$ cat src/rtl/parking_slot_detect.sv
// rtl/parking_slot_detect.sv - Parking slot occupancy detector from ultrasonic echo counts
// Median-of-3 filtered distance feeds a hysteretic EMPTY/OCCUPIED FSM with a sensor-timeout FAULT state.
module parking_slot_detect #(
   parameter logic [19:0] NEAR_TH     = 20'd145_800,
   parameter logic [19:0] FAR_TH      = 20'd233_200,
   parameter logic [19:0] MIN_VALID   = 20'd2_900,
   parameter logic [2:0]  CONFIRM_N   = 3'd4,
   parameter logic [25:0] TIMEOUT_MAX = 26'd24_999_999
) (
   input  logic        sys_clk,
   input  logic        sys_rst,
   input  logic        meas_valid,
   input  logic [19:0] meas_data,
   output logic [19:0] dist_filt,
   output logic        occupied,
   output logic        car_in,
   output logic        car_out,
   output logic        fault
);

   typedef enum logic [1:0] {
      S_EMPTY    = 2'd0,
      S_OCCUPIED = 2'd1,
      S_FAULT    = 2'd2
   } state_t;

   state_t      state_q, state_d;
   logic [2:0]  cnt_q, cnt_d;
   logic [1:0]  fill_q, fill_d;
   logic [19:0] win0_q, win1_q;
   logic [19:0] filt_q, filt_d;
   logic        filt_valid_q, filt_valid_d;
   logic [25:0] tmo_q, tmo_d;
   logic        occ_q, occ_d;
   logic        car_in_q, car_in_d;
   logic        car_out_q, car_out_d;
   logic        accept;
   logic        timed_out;
   logic [19:0] med;
   logic [2:0]  cnt_inc;

   function automatic logic [19:0] median3(input logic [19:0] a, input logic [19:0] b,
                                           input logic [19:0] c);
      logic [19:0] lo;
      logic [19:0] hi;
      lo = (a < b) ? a : b;
      hi = (a < b) ? b : a;
      if (c < lo)      return lo;
      else if (c > hi) return hi;
      else             return c;
   endfunction

   // The incoming sample is the third window entry, so only two history registers are kept.
   assign accept    = meas_valid && (meas_data >= MIN_VALID) && (meas_data != 20'hFFFFF);
   assign timed_out = (tmo_q == TIMEOUT_MAX) && !accept && (state_q != S_FAULT);
   assign med       = median3(meas_data, win0_q, win1_q);
   assign cnt_inc   = cnt_q + 3'd1;

   always_comb begin
      fill_d       = fill_q;
      filt_d       = filt_q;
      filt_valid_d = 1'b0;
      tmo_d        = tmo_q;
      if (accept) begin
         tmo_d  = '0;
         fill_d = (fill_q == 2'd3) ? 2'd3 : fill_q + 2'd1;
         if (fill_q >= 2'd2) begin
            filt_d       = med;
            filt_valid_d = 1'b1;
         end
      end else if (tmo_q != TIMEOUT_MAX) begin
         tmo_d = tmo_q + 26'd1;
      end
      if (timed_out) fill_d = 2'd0;
   end

   always_ff @(posedge sys_clk) begin
      if (sys_rst) begin
         win0_q       <= '0;
         win1_q       <= '0;
         fill_q       <= '0;
         filt_q       <= '0;
         filt_valid_q <= 1'b0;
         tmo_q        <= '0;
      end else begin
         if (accept) begin
            win1_q <= win0_q;
            win0_q <= meas_data;
         end
         fill_q       <= fill_d;
         filt_q       <= filt_d;
         filt_valid_q <= filt_valid_d;
         tmo_q        <= tmo_d;
      end
   end

   always_ff @(posedge sys_clk) begin
      if (sys_rst) begin
         state_q   <= S_EMPTY;
         cnt_q     <= '0;
         occ_q     <= 1'b0;
         car_in_q  <= 1'b0;
         car_out_q <= 1'b0;
      end else begin
         state_q   <= state_d;
         cnt_q     <= cnt_d;
         occ_q     <= occ_d;
         car_in_q  <= car_in_d;
         car_out_q <= car_out_d;
      end
   end

   always_comb begin
      state_d   = state_q;
      cnt_d     = cnt_q;
      occ_d     = occ_q;
      car_in_d  = 1'b0;
      car_out_d = 1'b0;
      if (timed_out) begin
         state_d = S_FAULT;
         cnt_d   = '0;
      end else if (filt_valid_q) begin
         case (state_q)
            S_EMPTY: begin
               if (filt_q < NEAR_TH) begin
                  if (cnt_inc == CONFIRM_N) begin
                     state_d  = S_OCCUPIED;
                     cnt_d    = '0;
                     occ_d    = 1'b1;
                     car_in_d = 1'b1;
                  end else begin
                     cnt_d = cnt_inc;
                  end
               end else begin
                  cnt_d = '0;
               end
            end
            S_OCCUPIED: begin
               if (filt_q > FAR_TH) begin
                  if (cnt_inc == CONFIRM_N) begin
                     state_d   = S_EMPTY;
                     cnt_d     = '0;
                     occ_d     = 1'b0;
                     car_out_d = 1'b1;
                  end else begin
                     cnt_d = cnt_inc;
                  end
               end else begin
                  cnt_d = '0;
               end
            end
            default: begin
               // Recovery resumes the remembered occupancy; this median is not counted.
               state_d = occ_q ? S_OCCUPIED : S_EMPTY;
               cnt_d   = '0;
            end
         endcase
      end
   end

   always_comb begin
      dist_filt = filt_q;
      occupied  = occ_q;
      car_in    = car_in_q;
      car_out   = car_out_q;
      fault     = (state_q == S_FAULT);
   end

endmodule

$ cat config.mk
export PLATFORM = sky130hd
export DESIGN_NAME = parking_slot_detect
export DESIGN_NICKNAME = d
export VERILOG_FILES = /design/src/rtl/parking_slot_detect.sv
export SDC_FILE = /design/constraint.sdc
export NUM_CORES = 1
export LEC_CHECK = 0
export CAP_MARGIN = 30
export CORE_UTILIZATION = 30
export CTS_BUF_LIST = sky130_fd_sc_hd__clkbuf_4 sky130_fd_sc_hd__clkbuf_8
export DETAILED_ROUTE_END_ITERATION = 6
export PLACE_DENSITY_LB_ADDON = 0.05
export SLEW_MARGIN = 15
export SYNTH_ARGS = -nofsm -noshare
export SYNTH_HDL_FRONTEND = slang
export SYNTH_SLANG_ARGS = --single-unit
$ cat constraint.sdc
create_clock -name sys_clk -period 4.6 [get_ports sys_clk]
set_input_delay 0.92 -clock sys_clk [delete_from_list [all_inputs] [get_ports sys_clk]]
set_output_delay 0.92 -clock sys_clk [all_outputs]
set_load 0.05 [all_outputs]
==> flow_results.org, run 1 <==
** Run status
- Run status :: finished with violations
- The checks that failed: negative setup slack.

** Clock tree
- Worst skew pair latency :: 0.39 ns
- Hold bufs inserted after CTS :: 0
- The H-tree was split into 3 levels.
- Buffer type at the clock tree root :: sky130_fd_sc_hd__clkbuf_8
- Maximum buffer depth of the clock tree :: 2
- After clock tree synthesis, the clock-pin slew on the worst setup and hold paths is 0.10 ns.
- Total clock buffers created by CTS :: 9
- TritonCTS clock tree :: built
- Number of sinks handled by clock tree synthesis :: 97

** Setup path
- Biggest fanout along the worst timing path :: 7
- Slack of the worst reg-to-reg path :: 0.04 ns
- Worst setup path startpoint :: meas_data[18]
- Standard cell with the maximum stage delay on the critical path :: sky130_fd_sc_hd__or4_4
- STA puts the critical path data arrival time at 4.98 ns.
- Family with the most delay on the worst path :: simple AND/OR/NAND/NOR gates
- The critical path crosses 19 cells after its start point.
- STA classifies the critical path startpoint as an input port.
- Cells along the critical path :: clkdlybuf4s15_2 > ha_4 > nand4_1 > or2_4 > a2111oi_4 > nor2_4 > buf_6 > buf_12 > mux2i_4 > ha_1 > nand4_1 > or4_4 > o21ai_4 > o22ai_4 > buf_6 > buf_12 > mux2_4 > mux2i_2 > a22o_1
- The setup path with the least slack is of type in -> reg.
- Worst Reg-to-Reg Cells :: 20
- CP Capture Type :: register
- Worst path required time :: 4.93 ns
- In this run the critical register-to-register path is launched from win0_q[2].
- The most critical setup path has its endpoint at dist_filt[3].
- Maximum single-stage delay on the critical path :: 0.59 ns
- Endpoint of the most critical register-to-register path :: dist_filt[3]
- The number of buffers and inverters on the critical path is 5.

** Global route
- Entering global routing, the biggest net connects 47 pins.
- The first global-routing pass estimated 30100 microns of wire.
- Global-route total usage across every layer :: 18.0%
- The number of antenna violations at the first check in global routing is 0.
- For this run the aggregate overflow at the end of global routing stands at 0.
- Number of global-route vias before repair :: 5538

** Synthesis
- Net count after synthesis :: 784
- Gate count after technology mapping :: 699
- The netlist uses 61 different library cells.
- Summing every instance area after synthesis gives 6280 sq um.
- Ranking of synthesized cells by area :: sky130_fd_sc_hd__dfxtp_1, sky130_fd_sc_hd__ha_1, sky130_fd_sc_hd__mux2i_1
- Of the synthesized area, sequential elements account for 30.9%.
- Yosys mapped a number of flops with a built-in enable equal to 0.
- Yosys Warn Count :: 0
- In the synthesized netlist the dominant register cell turns out to be sky130_fd_sc_hd__dfxtp_1.
- Top cell type's share of synthesized area :: 30.9%
- Avg Inst Size Synth :: 8.99 sq um
- Proportion of register bits with asynchronous set or reset after synthesis :: 0%
- Cell accounting for the most synthesized area :: sky130_fd_sc_hd__dfxtp_1
- Counting flops and latches in the post-synthesis netlist gives 97.

** STA
- Time the worst path needs with I/O delays and setup :: 4.66 ns
- Final cycle utilization of the critical path :: 101%
- For this run, the top clock speed supported by timing is 215 MHz.
- Measured slew at the worst slew-check pin :: 0.884 ns
- Setup violations remaining at the end of the flow were counted as 13.
- Post-route setup TNS :: -0.376 ns
- Unrepaired setup endpoints after global routing :: yes
- The worst pin sits at a relative slew slack of 40.8%.
- Between clock sinks in the finished design, the worst skew comes to 0.0190 ns.
- The number of slew-limit violations in the final report is 0.
- The count of final hold-check violations was 0.
- Final worst setup slack :: -0.0560 ns

** Finish
- Cells with a size suffix above 1 make up 29.4% of the layout.
- Commonest non-fill, non-tap cell in the layout :: sky130_fd_sc_hd__nor2_1
- The finished cells cover 8790 sq um.
- Net count reported at finish :: 935
- For this run, the share of the core covered by cells in the final layout is 43.2%.
- Fill cell total of the finished layout :: 1951
- Layout area overhead :: 39.9%
- Summing all flip-flop and latch instances after layout gives 1940 sq um.
- Diodes inserted :: 0
- Area of combinational cells with multiple inputs :: 4540 sq um
- Non-filler instance count after layout :: 1125
- Most frequent cells in the layout :: sky130_fd_sc_hd__nor2_1, sky130_fd_sc_hd__buf_4, sky130_fd_sc_hd__dfxtp_1, sky130_fd_sc_hd__inv_1, sky130_fd_sc_hd__mux2i_1

** Placement
- At the end of routability-driven placement, the weighted congestion stood at 0.829.
- Once detailed placement completed, the half-perimeter wirelength came to 14200 microns.
- After detailed placement, the total cell area comes to 7790 sq um.
- Once placement completed, the tool counted placed cells totaling 1084.
- Port Buffer Count :: 46

** Power and ir drop
- In this run the static leakage power is 3.66 nW.
- Dividing total power by cell area gives a power density of 251 nW/um^2.
- After layout, the design draws a total of 2.21 mW.
- VDD IR-drop max :: 0.000101 V

** Die
- Chip width :: 147 microns
- Measured along the y axis, the die boundary spans 147 microns.
- Die footprint :: 21500 sq um
- 47 I/O pins were placed.
- The region available for standard cell placement spans 20400 sq um.
- After floorplanning, the core was divided into 52 placement rows.
- Initial Util :: 30.8%

** Hold path
- The worst hold path belongs to the class reg -> reg.
- Instance count along the most critical hold path :: 2

** Detailed routing
- Once detail routing completed, the nets flagged for antenna violations numbered 0.
- Total Routed Length :: 19100 microns
- Dividing the detail-routed via count by the number of cells gives 4.91.
- Number of DRC markers after the initial detailed-route iteration :: 229
- Number of remaining DRC errors :: 0
- Across all layers, the routed design uses 5521 vias.
- After detailed routing, the average wire length per cell comes to 16.9 microns.
- Pre-Repair DR Iteration Count :: 4

** Job
- Max-cap viol count :: 0
## registers in the layout (all words and copies together), names as in the netlist
signal and cells:
car_out 1, filt_valid_q 1, dist_filt 20, occupied 1
cnt_q 3, win0_q 20, car_in 1, state_q 2
win1_q 20, fill_q 2, tmo_q 26
## through the flow
step                      setup slack (ns)  hold slack [ns]
final                              -0.0560            0.512
after CTS                          -0.0103            0.513
after global placement              -0.773            0.485
after global routing                -0.176            0.536
after floorplan                    0.00248            0.471
after detailed placement            -0.848            0.497
## worst register-to-register path, cell delays in order (launching register included)
cell	delay, ns
sky130_fd_sc_hd__dfxtp_1	0.42
sky130_fd_sc_hd__inv_1	0.12
sky130_fd_sc_hd__ha_4	0.29
sky130_fd_sc_hd__nor3_4	0.04
sky130_fd_sc_hd__nor4_4	0.31
sky130_fd_sc_hd__o41ai_4	0.14
sky130_fd_sc_hd__a2111oi_4	0.40
sky130_fd_sc_hd__nor2_4	0.10
sky130_fd_sc_hd__buf_6	0.16
sky130_fd_sc_hd__buf_12	0.15
sky130_fd_sc_hd__mux2i_4	0.20
sky130_fd_sc_hd__ha_1	0.29
sky130_fd_sc_hd__nand4_1	0.14
sky130_fd_sc_hd__or4_4	0.59
sky130_fd_sc_hd__o21ai_4	0.18
sky130_fd_sc_hd__o22ai_4	0.09
sky130_fd_sc_hd__buf_6	0.14
sky130_fd_sc_hd__buf_12	0.14
sky130_fd_sc_hd__mux2_4	0.30
sky130_fd_sc_hd__mux2i_2	0.17
sky130_fd_sc_hd__a22o_1	0.15
## worst min-delay path by stage
stage	startpoint	end	slack (ns)
6_report	state_q[1]	state_q[1]	0.51
5_1_grt	state_q[1]	state_q[1]	0.54
4_1_cts	state_q[1]	state_q[1]	0.51
3_5_place_dp	state_q[1]	state_q[1]	0.50
3_3_place_gp	state_q[1]	state_q[1]	0.49
2_1_floorplan	tmo_q[23]	tmo_q[23]	0.47
## cells by family (layout without fill, tap and decap cells)
logic type	after synthesis	after routing	share of synthesized area, %
multiplexers	98	98	18.0
AO/OA/AOI/OAI	120	120	13.1
buffers and inverters	81	237	5.86
XOR/XNOR	22	22	3.07
AND/OR/NAND/NOR	219	219	16.7
flip-flops	97	97	30.9
adder cells (fa/ha/maj)	62	62	12.3
## power by group
group | total (mW) | leakage, nW | internal, mW | switching [mW]
Sequential | 0.893 | 0.788 | 0.863 | 0.0308
Clock | 0.562 | 0.0995 | 0.213 | 0.349
Combinational | 0.749 | 2.77 | 0.401 | 0.348
Total | 2.21 | 3.66 | 1.48 | 0.729
## layer usage
metal | track usage (%) | vias up | routed length, microns
met1 | 24.8 | 2617 | 9420
met5 | 0 | - | 0
met3 | 2.36 | 18 | 489
met4 | 5.36 | 0 | 295
li1 | - | 2800 | -
met2 | 29.1 | 86 | 8850
## repair_timing
item | 4_1_cts | 5_1_grt
gates cloned | 6 | 1
resized for setup | 105 | 51
setup buffers | 15 | 5
endpoints found under the setup margin | 20 | 20
pin swaps | 32 | 39
## cell type report
type	instances	share of cell area, %
clock inverters	7	0.812
inverters	52	2.22
well taps	270	3.84
multi-input cells	521	51.6
flip-flops and latches	97	22.1
clock buffers	9	1.41
repair buffers	169	18.0
## Yosys cell counts, types with 2 or more instances
library cell / instances
sky130_fd_sc_hd__nor2_1: 108
sky130_fd_sc_hd__dfxtp_1: 97
sky130_fd_sc_hd__mux2i_1: 69
sky130_fd_sc_hd__ha_1: 62
sky130_fd_sc_hd__inv_1: 52
sky130_fd_sc_hd__a21oi_1: 42
sky130_fd_sc_hd__nand2_1: 25
sky130_fd_sc_hd__nand4_1: 20
sky130_fd_sc_hd__a22o_1: 19
sky130_fd_sc_hd__clkbuf_1: 18
sky130_fd_sc_hd__mux2_2: 17
sky130_fd_sc_hd__o21ai_0: 16
sky130_fd_sc_hd__nand3_1: 14
sky130_fd_sc_hd__xor2_1: 14
sky130_fd_sc_hd__a21o_1: 10
sky130_fd_sc_hd__mux2i_4: 10
sky130_fd_sc_hd__nor3_1: 10
sky130_fd_sc_hd__a211oi_1: 8
sky130_fd_sc_hd__xnor2_1: 8
sky130_fd_sc_hd__and3_1: 6
sky130_fd_sc_hd__buf_6: 6
sky130_fd_sc_hd__nor2b_1: 6
sky130_fd_sc_hd__nor4_1: 6
sky130_fd_sc_hd__nand2b_1: 5
sky130_fd_sc_hd__and4_1: 3
sky130_fd_sc_hd__buf_2: 3
sky130_fd_sc_hd__o22ai_1: 3
sky130_fd_sc_hd__or3_1: 3
sky130_fd_sc_hd__mux2_1: 2
sky130_fd_sc_hd__nor4b_1: 2
sky130_fd_sc_hd__o211ai_1: 2
sky130_fd_sc_hd__o21ai_1: 2
sky130_fd_sc_hd__o31a_1: 2
sky130_fd_sc_hd__or4_1: 2
Power figures use the tool's default switching activity.
==> inputs of run 2 (changes only) <==
--- a/config.mk
+++ b/config.mk
@@ -10,6 +10,7 @@
 export CTS_BUF_LIST = sky130_fd_sc_hd__clkbuf_4 sky130_fd_sc_hd__clkbuf_8
 export DETAILED_ROUTE_END_ITERATION = 6
 export PLACE_DENSITY_LB_ADDON = 0.05
+export RECOVER_POWER = 100
 export SLEW_MARGIN = 15
 export SYNTH_ARGS = -nofsm -noshare
 export SYNTH_HDL_FRONTEND = slang
==> flow_results.org, run 2 (same netlist as run 1, synthesis figures left out) <==
** Clock tree
- Clk pin slew, worst setup/hold paths :: 0.10 ns (about the same)
- CTS HTree Levels :: 3 (unchanged)
- The CTS sink count is 97 (unchanged).
- Total clock buffers created by CTS :: 9 (unchanged)
- The count of hold buffers inserted by post-cts repair is 0 (unchanged).
- Maximum buffer depth of the clock tree :: 2 (unchanged)
- TritonCTS clock tree :: built
- Buffer type at the clock tree root :: sky130_fd_sc_hd__clkbuf_8
- The source-to-sink clock delay at the later pin of the worst-skew pair is 0.39 ns (about the same).

** Finish
- Area of combinational cells with multiple inputs :: 4530 sq um (-0.11%)
- Area occupied by registers :: 1940 sq um (unchanged)
- Layout area overhead :: 39.6%
- Max reg flops :: 26 (unchanged)
- Ranked by flip-flop count, first place goes to tmo_q.
- The number of filler cells placed in the layout came to 1953 (+0.10%).
- The library cell used most frequently in the layout, excluding fill and tap cells, is sky130_fd_sc_hd__nor2_1.
- The final layout net count was 935 (unchanged).
- Most frequent cells in the layout :: sky130_fd_sc_hd__nor2_1, sky130_fd_sc_hd__buf_4, sky130_fd_sc_hd__dfxtp_1, sky130_fd_sc_hd__inv_1, sky130_fd_sc_hd__mux2i_1
- The fraction of final layout cells sized beyond drive strength 1 is 28.8% (-0.58 points).
- The number of diodes added for antenna fixing was 0 (unchanged).
- The end-of-flow core utilization came to 43.1% (-0.092 points).

** Global route
- The number of antenna violations at the first check in global routing came to 0 (unchanged).
- Number of global-route vias before repair :: 5538 (unchanged)
- The overall track demand over capacity in global routing came to 18.0% (unchanged).
- The global-route wire length before repair came to 30100 microns (unchanged).
- Maximum number of pins on one net before global-route repair :: 47 (unchanged)
- The total grt overflow was 0 (unchanged).

** Power and ir drop
- The power density relative to cell area is 251 nW/um^2 (about the same).
- The cell leakage power was 3.73 nW (+1.8%).
- The maximum vdd ir drop came to 0.000103 V (+1.3%).

** Die
- DIE HEIGHT :: 147 microns (unchanged)
- Area inside the core boundary :: 20400 sq um (unchanged)
- The die area came to 21500 sq um (unchanged).
- Placement row count :: 52 (unchanged)
- Initial Util :: 30.8% (unchanged)
- Chip width :: 147 microns (unchanged)
- I/O Pins :: 47 (unchanged)

** Setup path
- Type of the worst setup path :: in -> reg
- In this run the critical register-to-register path is captured at dist_filt[3].
- STA classifies the critical path endpoint as a register.
- Slack of the worst reg-to-reg path :: 0.04 ns (about the same)
- The worst reg2reg path depth came to 20 (unchanged).
- Worst path required time :: 4.93 ns (about the same)
- On the critical path, the stage with the largest delay is an instance of sky130_fd_sc_hd__or4_4.
- Worst reg2reg startpoint :: win0_q[2]
- Maximum single-stage delay on the critical path :: 0.59 ns (about the same)
- Worst setup path startpoint :: meas_data[18]
- Walking the worst path, the cells encountered are clkdlybuf4s15_2 > ha_4 > nand4_1 > or2_4 > a2111oi_4 > nor2_4 > buf_6 > buf_12 > mux2i_4 > ha_1 > nand4_1 > or4_4 > o21ai_4 > o22ai_4 > buf_6 > buf_12 > mux2_4 > mux2i_2 > a22o_1.
- Type of element launching the critical path :: input port
- The arrival time of data at the critical path endpoint is 4.98 ns (about the same).
- The maximum fanout encountered on the critical timing path is 7 (unchanged).

** Detailed routing
- Final antenna-violating net count :: 0 (unchanged)
- Via count :: 5507 (-0.25%)
- Number of remaining DRC errors :: 0 (unchanged)
- The via count normalized by instance count came to 4.90 (-0.25%).
- The DRC violation total after the first TritonRoute iteration is 211 (-7.9%).
- Wire per inst :: 16.9 microns (about the same)
- The total iterations of the first detailed-routing run is 4 (unchanged).
- The total routed wirelength is 19100 microns (about the same).

** STA
- The worst hold slack was 0.511 ns (-0.000585 ns).
- Slew Limit Fails :: 0 (unchanged)
- Time the worst path needs with I/O delays and setup :: 4.65 ns (-0.00110 ns)
- The count of final hold-check violations is 0 (unchanged).
- Worst slew margin relative to its limit :: 17.5% (-23 points)
- Fin Clk Skew :: 0.0178 ns (-0.00127 ns)
- The maximum frequency from static timing analysis came to 215 MHz (about the same).
- Unrepaired setup endpoints after global routing :: yes
- Final worst setup slack :: -0.0549 ns (+0.00110 ns)
- Final setup fails :: 14 (+1)
- Final cycle utilization of the critical path :: 101% (about the same)
- Measured slew at the worst slew-check pin :: 1.24 ns (+0.354 ns)

** Hold path
- Sink of the worst hold path :: state_q[1]
- The worst hold path begins at state_q[1].
- The worst hold path depth came to 2 (unchanged).
- Hold Path Class :: reg -> reg

** Placement
- The number of port buffers came to 46 (unchanged).
- DP Wirelength :: 14200 microns (unchanged)
- The placer's final routability congestion estimate was 0.829 (unchanged).

** Run status
- Failing checks :: negative setup slack
- The flow ran to the end, but the final reports show violations.

** Job
- The max capacitance violation total came to 0 (unchanged).
-- run 2: cell types whose count changed in the layout (fill, tap and decap cells not counted), sizes merged --
cell / before / now
buf: 130 / 126
clkbuf: 13 / 17
clkdlybuf4s50: 25 / 1
dlygate4sd3: 0 / 24
-- run 2: critical path, delay by kind of cell --
family,cells,cell delay [ns]
compound gates,4,0.83
fa+ha+maj,2,0.55
buf+inv,5,0.80
mux,3,0.66
simple gates,5,1.21
-- run 2: worst max path at each step --
| stage | to | slack, ns |
|---|---|---|
| finish | dist_filt[3] | -0.05 |
| global route | dist_filt[3] | -0.18 |
| CTS | dist_filt[19] | -0.01 |
| detailed placement | dist_filt[19] | -0.85 |
| global placement | dist_filt[18] | -0.77 |
| floorplan | dist_filt[0] | 0.002 |
-- run 2: through the flow --
| step | setup slack (ns) | TNS (ns) | total power [mW] | std cells | cell area (sq um) |
|---|---|---|---|---|---|
| after floorplan | 0.00248 | 0 | 1.26 | 699 | 6400 |
| after global placement | -0.773 | -14.49 | 1.50 | 1084 | 7790 |
| after detailed placement | -0.848 | -15.63 | 1.51 | 1084 | 7790 |
| after CTS | -0.0103 | -0.0151 | 2.18 | 1120 | 8510 |
| after global routing | -0.176 | -2.97 | 2.33 | 1125 | 8770 |
| final | -0.0549 | -0.384 | 2.20 | 1125 | 8770 |
-- run 2: what timing repair did --
item | CTS | global route
gates cloned | 6 | 1
endpoints found under the setup margin | 20 | 20
gates resized for setup | 105 | 51
pin swaps | 32 | 39
buffers inserted | 15 | 5
-- run 2: cell type report --
type                    instances  share of cell area (%)
clock buffers                   9                    1.41
clock inverters                 7                   0.813
inverters                      52                    2.23
multi-input cells             521                    51.7
flip-flops and latches         97                    22.2
well taps                     270                    3.85
repair buffers                169                    17.9
-- run 2: power breakdown --
group / internal [mW] / switching, mW
clock network: 0.213 / 0.349
registers: 0.863 / 0.0304
logic: 0.398 / 0.348
total: 1.47 / 0.728
-- run 2: metal layers --
layer	GRT usage (%)	routed length, microns	share of wire [%]
met4	5.36	295	1.5
met3	2.36	543	2.8
met1	24.8	9390	49
met5	0	0	0
met2	29.1	8830	46
==> inputs of run 3 (changes only) <==
--- a/config.mk
+++ b/config.mk
@@ -7,7 +7,7 @@
 export LEC_CHECK = 0
 export CAP_MARGIN = 30
 export CORE_UTILIZATION = 30
-export CTS_BUF_LIST = sky130_fd_sc_hd__clkbuf_4 sky130_fd_sc_hd__clkbuf_8
+export CTS_BUF_LIST = sky130_fd_sc_hd__clkbuf_8
 export DETAILED_ROUTE_END_ITERATION = 6
 export PLACE_DENSITY_LB_ADDON = 0.05
 export RECOVER_POWER = 100
==> results of run 3 <==
The final DEF is identical to that of run 2; final timing and power are the same.
==> RTL edit: new RTL, flow settings as in run 2 <==
Re-encode `state_t` (3 states) as one-hot, 3 bits wide.
--- a/src/rtl/parking_slot_detect.sv
+++ b/src/rtl/parking_slot_detect.sv
@@ -20,6 +20,6 @@
 
-   typedef enum logic [1:0] {
-      S_EMPTY    = 2'd0,
-      S_OCCUPIED = 2'd1,
-      S_FAULT    = 2'd2
+   typedef enum logic [2:0] {
+      S_EMPTY    = 3'b001,
+      S_OCCUPIED = 3'b010,
+      S_FAULT    = 3'b100
    } state_t;
Function: no difference found for any inputs over 4 cycles, from zero or initial values and one cycle with sys_rst high; so few cycles prove little.
==> RTL edit against run 2 <==
Worst setup slack better by 140 ps; final area rose by 2.1%; synthesized area grew 1.8%; via count increased by 14%; power up 1.8%; synthesized cell count grew 14%; sequential cell count rose by 1; routed wire length up 11%; highest routed layer unchanged.
==> RTL edit: results (changes against run 2) <==
Outcome
  • Status: complete, no violations (was finished with violations)

GRT
  • Vias in the first global route: 6,242 (was 5,538)
  • Largest net degree at the start of global routing: 61 (was 47)
  • Total GRT Usage: 0.1959 (was 0.1799)

Worst hold path
  • End of the worst hold path: fill_q[1]$_SDFFE_PP0P_ (was state_q[1]$_SDFFE_PP0P_)

Critical path
  • CP Max Fanout: 6 (was 7)
  • CP peak stage delay: 370 ps (was 590 ps)
  • R2R Setup Slk: 240 ps (was 40 ps)
  • R2R cell count: 21 (was 20)
  • Crit-path slowest cell: a2111oi_4 (was or4_4)
  • Worst Setup SP: meas_data[13] (was meas_data[18])
  • Worst r2r dst: dist_filt[8]$_SDFFE_PP0P_ (was dist_filt[3]$_SDFFE_PP0P_)

Yosys
  • XOR/XNOR share of the synthesized area: 0.02876 (was 0.03067)
  • Post-synthesis cell count: 795 (was 699)
  • Post-synthesis adder-cell area fraction: 0.1213 (was 0.1235)
  • Compound-Gate Fraction of Synth Area: 0.2169 (was 0.1314)
  • Top cells by area, synth: dfxtp_1, ha_1, nor2_1 (was dfxtp_1, ha_1, mux2i_1)
  • Synth top cells by count: nor2_1, dfxtp_1, inv_1, ha_1, a21oi_1 (was nor2_1, dfxtp_1, mux2i_1, ha_1, inv_1)
  • Register area share after synthesis: 0.3067 (was 0.3091)

Placed design
  • DP HPWL: 15.27 mm (was 14.25 mm)
  • Post-Place Cell Area: 7829 um2 (was 7790 um2)
  • DP Worst Slack: -753.0 ps (was -848.3 ps)

STA
  • Skew final: 16.57 ps (was 17.77 ps)
  • Min Tclk post-route: 4511 ps (was 4655 ps)

Layout
  • Final net count: 1,028 (was 935)

Power
  • Leakage power: 4.199 nW (was 3.727 nW)
  • VDD IR max: 0.0001294 V (was 0.0001028 V)

Route
  • DR WL/cell: 17.28 um (was 16.94 um)
  • Via count: 6,272 (was 5,507)
-- RTL edit: worst max-delay path, delay by kind of cell --
family | cells | cell delay [ps]
AOI/OAI and AO/OA | 7 | 1610
adders and majority gates | 2 | 580
buffers and inverters | 7 | 960
and+or+nand+nor | 5 | 710
-- RTL edit: repair_timing --
| action | CTS | global route |
|---|---|---|
| pin swaps | 39 | 67 |
| setup endpoints to repair | 20 | 20 |
| buffers inserted | 22 | 9 |
| gates cloned | 4 | 1 |
| gates resized for setup | 60 | 88 |
-- RTL edit: per-layer routing --
| layer | routed length [um] | global-route usage | up-vias |
|---|---|---|---|
| li1 | - | - | 3131 |
| met1 | 10050 | 0.2558 | 3022 |
| met2 | 10070 | 0.3324 | 96 |
| met3 | 627 | 0.02932 | 23 |
| met4 | 367 | 0.05619 | 0 |
| met5 | 0 | 0 | - |
-- RTL edit: area by class of cell --
class | instances | area, um2 | share of cell area
multi-input combinational | 583 | 4537 | 0.5066
sequential | 98 | 1962 | 0.2191
timing repair buffer | 179 | 1669 | 0.1864
tap | 275 | 344.1 | 0.03842
inverter | 72 | 270.3 | 0.03018
clock buffer | 9 | 123.9 | 0.01383
clock inverter | 6 | 50.05 | 0.005588
-- RTL edit: cell families (layout without fill, tap and decap cells) --
logic type                 Yosys count  after routing
adders and majority gates           62             62
muxes                               40             40
AOI/OAI and AO/OA                  200            200
and+or+nand+nor                    260            260
xor gates and xnor gates            21             21
DFF                                 98             98
buffers and inverters              114            266
-- RTL edit: power groups by stage --
stage          Sequential (mW)  Combinational [mW]  Clock (mW)
2_1_floorplan            0.922               0.310           0
3_3_place_gp             0.916               0.586           0
3_5_place_dp             0.915               0.594           0
4_1_cts                  0.897               0.714       0.579
5_1_grt                  0.901               0.848       0.610
6_report                 0.897               0.784       0.560
